--- src/rtl/torrent_word_receiver.sv ---
// Serial word receiver for the Torrent loop-back path. It deserialises framed
// words (start, data MSB first, even parity, stop), then counts words and errors.
module torrent_word_receiver #(
  parameter int WORD_W = 18,
  parameter int CNT_W  = 16,
  parameter int ERR_W  = 8
) (
  input  logic              clk,
  input  logic              reset_n,
  input  logic              bit_en,
  input  logic              serial_in,
  input  logic              enable,
  input  logic              clear,
  input  logic [CNT_W-1:0]  num_words,
  output logic [WORD_W-1:0] word_out,
  output logic              word_valid,
  output logic              parity_err,
  output logic              frame_err,
  output logic              block_done,
  output logic [CNT_W-1:0]  word_count,
  output logic [ERR_W-1:0]  err_count,
  output logic              busy
);

  localparam int IDX_W = $clog2(WORD_W);

  typedef enum logic [2:0] {
    S_IDLE,
    S_DATA,
    S_PARITY,
    S_STOP,
    S_BREAK
  } state_t;

  state_t             state_q, state_d;
  logic [IDX_W-1:0]   idx_q, idx_d;
  logic [WORD_W-1:0]  shreg_q, shreg_d;
  logic               par_q, par_d;
  logic [WORD_W-1:0]  word_q, word_d;
  logic               valid_q, valid_d;
  logic               perr_q, perr_d;
  logic               ferr_q, ferr_d;
  logic               bd_q, bd_d;
  logic [CNT_W-1:0]   cnt_q, cnt_d;
  logic [ERR_W-1:0]   err_q, err_d;

  logic               par_ok;
  logic [CNT_W-1:0]   cnt_inc;
  logic [ERR_W-1:0]   err_inc;

  assign par_ok  = ~((^shreg_q) ^ par_q);
  assign cnt_inc = cnt_q + CNT_W'(1);
  assign err_inc = (err_q == '1) ? err_q : err_q + ERR_W'(1);

  always_comb begin
    state_d = state_q;
    idx_d   = idx_q;
    shreg_d = shreg_q;
    par_d   = par_q;
    word_d  = word_q;
    valid_d = 1'b0;
    perr_d  = 1'b0;
    ferr_d  = 1'b0;
    bd_d    = 1'b0;
    cnt_d   = cnt_q;
    err_d   = err_q;

    case (state_q)
      S_IDLE: begin
        if (bit_en && !serial_in) begin
          state_d = S_DATA;
          idx_d   = IDX_W'(WORD_W - 1);
        end
      end
      S_DATA: begin
        if (bit_en) begin
          shreg_d = {shreg_q[WORD_W-2:0], serial_in};
          if (idx_q == '0) state_d = S_PARITY;
          else             idx_d   = idx_q - IDX_W'(1);
        end
      end
      S_PARITY: begin
        if (bit_en) begin
          par_d   = serial_in;
          state_d = S_STOP;
        end
      end
      S_STOP: begin
        if (bit_en) begin
          if (!serial_in) begin
            // A bad stop bit masks any parity error on the same frame.
            ferr_d  = 1'b1;
            err_d   = err_inc;
            state_d = S_BREAK;
          end else if (!par_ok) begin
            perr_d  = 1'b1;
            err_d   = err_inc;
            state_d = S_IDLE;
          end else begin
            word_d  = shreg_q;
            valid_d = 1'b1;
            if ((num_words != '0) && (cnt_inc == num_words)) begin
              bd_d  = 1'b1;
              cnt_d = '0;
            end else begin
              cnt_d = cnt_inc;
            end
            state_d = S_IDLE;
          end
        end
      end
      S_BREAK: begin
        if (bit_en && serial_in) state_d = S_IDLE;
      end
      default: state_d = S_IDLE;
    endcase

    if (!enable) begin
      state_d = S_IDLE;
      word_d  = word_q;
      valid_d = 1'b0;
      perr_d  = 1'b0;
      ferr_d  = 1'b0;
      bd_d    = 1'b0;
      cnt_d   = cnt_q;
      err_d   = err_q;
    end

    // clear wins over everything, including a word completing this cycle.
    if (clear) begin
      state_d = S_IDLE;
      word_d  = word_q;
      valid_d = 1'b0;
      perr_d  = 1'b0;
      ferr_d  = 1'b0;
      bd_d    = 1'b0;
      cnt_d   = '0;
      err_d   = '0;
    end
  end

  always_ff @(posedge clk or negedge reset_n) begin
    if (!reset_n) begin
      state_q <= S_IDLE;
      idx_q   <= '0;
      shreg_q <= '0;
      par_q   <= 1'b0;
      word_q  <= '0;
      valid_q <= 1'b0;
      perr_q  <= 1'b0;
      ferr_q  <= 1'b0;
      bd_q    <= 1'b0;
      cnt_q   <= '0;
      err_q   <= '0;
    end else begin
      state_q <= state_d;
      idx_q   <= idx_d;
      shreg_q <= shreg_d;
      par_q   <= par_d;
      word_q  <= word_d;
      valid_q <= valid_d;
      perr_q  <= perr_d;
      ferr_q  <= ferr_d;
      bd_q    <= bd_d;
      cnt_q   <= cnt_d;
      err_q   <= err_d;
    end
  end

  assign word_out   = word_q;
  assign word_valid = valid_q;
  assign parity_err = perr_q;
  assign frame_err  = ferr_q;
  assign block_done = bd_q;
  assign word_count = cnt_q;
  assign err_count  = err_q;
  assign busy       = (state_q != S_IDLE);

endmodule

--- config.mk ---
export PLATFORM = sky130hd
export DESIGN_NAME = torrent_word_receiver
export DESIGN_NICKNAME = d
export VERILOG_FILES = /design/src/rtl/torrent_word_receiver.sv
export SDC_FILE = /design/constraint.sdc
export NUM_CORES = 1
export LEC_CHECK = 0
export BUFFER_PORTS_ARGS = -buffer_cell sky130_fd_sc_hd__buf_2
export CAP_MARGIN = 10
export CELL_PAD_IN_SITES_DETAIL_PLACEMENT = 1
export CELL_PAD_IN_SITES_GLOBAL_PLACEMENT = 1
export CORE_ASPECT_RATIO = 1.5
export CORE_UTILIZATION = 47
export CTS_CLUSTER_DIAMETER = 80
export CTS_CLUSTER_SIZE = 25
export DETAILED_ROUTE_END_ITERATION = 12
export PLACE_DENSITY_LB_ADDON = 0.1
export SYNTH_ARGS = -nofsm -noshare
export SYNTH_HDL_FRONTEND = slang
export SYNTH_SLANG_ARGS = --single-unit
--- constraint.sdc ---
create_clock -name clk -period 7.3 [get_ports clk]
set_input_delay 0.365 -clock clk [delete_from_list [all_inputs] [get_ports clk]]
set_output_delay 0.365 -clock clk [all_outputs]
set_load 0.01 [all_outputs]
==> summary.md <==
| Metric | Value |
|---|---|
| Io pins | `69` |
| Startpoint class of the critical path | `register` |
| WP depth | `7` |
| Fraction of layout cells with a size suffix above 1 | `between 20% and 30%` |
| Average size of a mapped cell | `about 10 µm²` |
| Post-Route Skew | `between 0.006 and 0.007 ns` |
| Core region area | `8160 µm²` |
| Compound-Gate Fraction of Synth Area | `7.75%` |
| Synth-to-layout area growth | `17.0%` |
| Hpwl dp | `7150 µm` |
| Power Dens Cells | `about 220 nW/µm²` |
| DRC errors left | `0` |
| Most common cell in the netlist | `dfrtp_1` |
| # setup viols final | `0` |
| Num rows | `40` |
| Main combinational cell family by area after synthesis | `simple AND/OR/NAND/NOR gates` |
| Family with the most delay on the worst path | `XOR/XNOR gates` |
| Ant diodes | `0` |
| Final period util | `about two fifths` |
| Port Buf Inserts | `between 60 and 70` |
| Post-route antenna net violation count | `0` |
| Setup TNS | `0 ns` |
| First-pass GRT wire length | `~17000 µm` |
| #FFs+latches synth | `between 70 and 80` |
| Crit. Startpoint | `shreg_q[11]` |
| CTS tree | `built` |
| Pre-Repair DR Iteration Count | `4` |
| Vias | `3195` |
| WS Path Type | `register to register` |
| Simple-gate share of the synthesized area | `19.2%` |
| Slew HR | `roughly 38%` |
| Cells after synthesis | `just under 400` |
| CP Data Required Time | `7.52 ns` |
| Highest clock rate | `roughly 350 MHz` |
| Total track usage | `between 20 and 25%` |
| Slew @ Worst Pin | `about 0.94 ns` |
| Max IR drop VDD | `0.170 mV` |
| Die area | `between 8000 and 9000 µm²` |
| Fin nets | `478` |
| Worst reg2reg startpoint | `shreg_q[11]` |
| Post-synth ARST share | `100%` |
| Arr. time, crit path | `3.05 ns` |
| Post-Route WL | `roughly 10000 µm` |
| Initial antenna violation count | `0` |
| Clk sinks | `73` |
| Maxcap violations | `0` |
| Final worst path period need | `about 2.8 ns` |
| Mux contribution to synthesized area | `12.8%` |
| Gr ovfl total | `0` |
| Synth top cells by count | `73 x dfrtp_1, 42 x mux2_2, 41 x nand2_1` |
| Yosys top cell area share | `between 40% and 50%` |
| Most frequent CP cell | `xnor2_1` |
| Adder-Cell Fraction of Synth Area | `approximately 1.2%` |
| CTS clk-pin slew, worst paths | `roughly 0.06 ns` |
| Crit path capture type | `register` |
| DR iter-0 viols | `between 100 and 150` |
| R2r worst-path depth | `7` |
| Critical path's largest stage delay | `between 0.4 and 0.5 ns` |
| Final slew viol count | `0` |
| Largest net degree at the start of global routing | `74` |
| Avg WL per Cell | `around 18 µm` |
| GPL Wtd Cong | `~0.80` |
| Initial Util | `49.2%` |
| Post-synth EDFFs | `0` |
| Min-Delay Path Class | `primary input to asynchronous set/reset pin` |
| Post-synth top flop | `dfrtp_1` |
| Syn nets | `418` |
| Synth area leaders | `dfrtp_1 45%, mux2_2 12%, xnor2_1 6.3%, nand2_1 3.8%, nor2_1 3.1%` |
| Critical path's slowest cell | `dfrtp_1` |
| Postcts setup bufs | `0` |
| Status | `finished, final reports clean` |
| Synth cell types | `47` |
| Netlist Area Pre-Place | `roughly 4000 µm²` |
| CTS resizes | `0` |
| Critical path cell sequence | `xnor2_1, xnor2_1, xnor3_2, xnor2_2, and3_1, buf_4, mux2_2` |
| Hold_buf cts | `0` |
| Final Hold Viols | `0` |
| Vias in the first global route | `3435` |
| Die X | `between 70 and 80 µm` |
| Final WS setup | `about 4.5 ns` |
| Area leader, netlist | `dfrtp_1` |
| Seq/Total Area, Yosys | `between 40 and 50%` |
| Via-per-instance ratio | `approximately 5.7` |
| H-tree levels | `3` |
| RSZ-0062 raised after global routing | `false` |
| Num CTS Buffers | `9` |
| Worst-skew pair later-pin latency | `0.34 ns` |
| Place WS | `around 4.5 ns` |
| Xor-xnor portion of the synthesized cell area | `9.93%` |
| Die Height | `about 120 µm` |
| YS warnings | `0` |
| Buf/Inv on CP | `1` |
| Leakage Power | `2.36 nW` |
| Crit Path Max Fanout | `32` |
| Max Root-Sink Buffers | `2` |
| Clock root buffer | `clkbuf_16` |
-- per-stage QoR --
step	hold WS (ns)	utilization, %	instances	power, mW	instance area (µm²)
6_report	0.138	57.6	562	1.05	4700
5_1_grt	0.254	57.6	562	1.09	4700
4_1_cts	0.205	57.6	562	1.06	4700
3_5_place_dp	0.492	53.9	546	0.605	4390
3_3_place_gp	0.487	53.9	546	0.598	4390
2_1_floorplan	0.0694	-	392	0.559	4020
-- cell usage in the layout, fill, tap and decap left out, types with 2 or more instances in the layout --
master      synthesis  routed
or3_1               2       2
ha_1                4       4
nand2_1            41      41
mux2i_1             4       4
o221ai_1           13      13
o22ai_1             2       2
clkinv_4            0       2
nand2b_1            3       3
clkbuf_16           0       9
and3_1              7       7
buf_4               2       3
nor3_1              5       5
nand3_1            10      10
nor2b_1             8       8
and4_1              2       2
a21oi_1            11      11
a311o_1             2       2
nor4_1              8       8
dfrtp_1            73      73
a211oi_1            2       2
nor2_1             33      33
mux2_2             42      42
clkinvlp_4          0       2
nand4_1            13      13
inv_1               9       9
buf_2               8      67
and2_1             12      12
a31oi_1             3       3
xnor2_1            29      29
xor2_1             12      12
o21ai_0             6       6
-- area by class of cell --
class / instances / area [µm²]
Fill cell: 948 / 3460
Multi-Input combinational cell: 289 / 2040
Sequential cell: 73 / 1830
Timing Repair Buffer: 70 / 358
Clock buffer: 10 / 239
Tap cell: 105 / 131
Clock inverter: 6 / 67.6
Inverter: 9 / 33.8
-- logic make-up (layout without fill, tap and decap cells) --
family	Yosys count	count (layout)
xor+xnor	43	43
flops	73	73
simple gates	152	152
mux	46	46
compound gates	44	44
buf+inv	30	95
fa+ha+maj	4	4
-- metal layers --
layer	up-vias	track usage (%)	routed length, µm
li1	1504	-	-
met1	1627	25.4	3840
met2	49	48.0	5760
met3	15	2.70	208
met4	0	9.94	187
met5	-	0	0
-- worst register-to-register path: stages, from the launching register on --
cell	delay, ns
dfrtp_1	0.41
xnor2_1	0.25
xnor2_1	0.21
xnor3_2	0.41
xnor2_2	0.31
and3_1	0.33
buf_4	0.40
mux2_2	0.40
-- registers in the layout (all words and copies together) (netlist names) --
signal / flops
word_valid: 1
state_q: 3
block_done: 1
word_count: 16
err_count: 8
word_out: 18
idx_q: 5
par_q: 1
frame_err: 1
parity_err: 1
shreg_q: 18
-- power by group --
part,internal (mW),switching (mW)
clock network,0.274,0.174
logic,0.0669,0.0831
registers,0.426,0.0223
total,0.767,0.280
-- final timing paths --
| kind | endpoint | slack, ns |
|---|---|---|
| max in group asynchronous | word_out[7] | 6.52 |
| setup reg to reg | word_out[10] | 4.47 |
| hold / removal | word_count[1] | 0.14 |
| setup / recovery | word_out[10] | 4.47 |
| hold reg to reg | word_out[2] | 0.50 |
| min in group clk | state_q[2] | 0.35 |
Power figures use the tool's default switching activity.
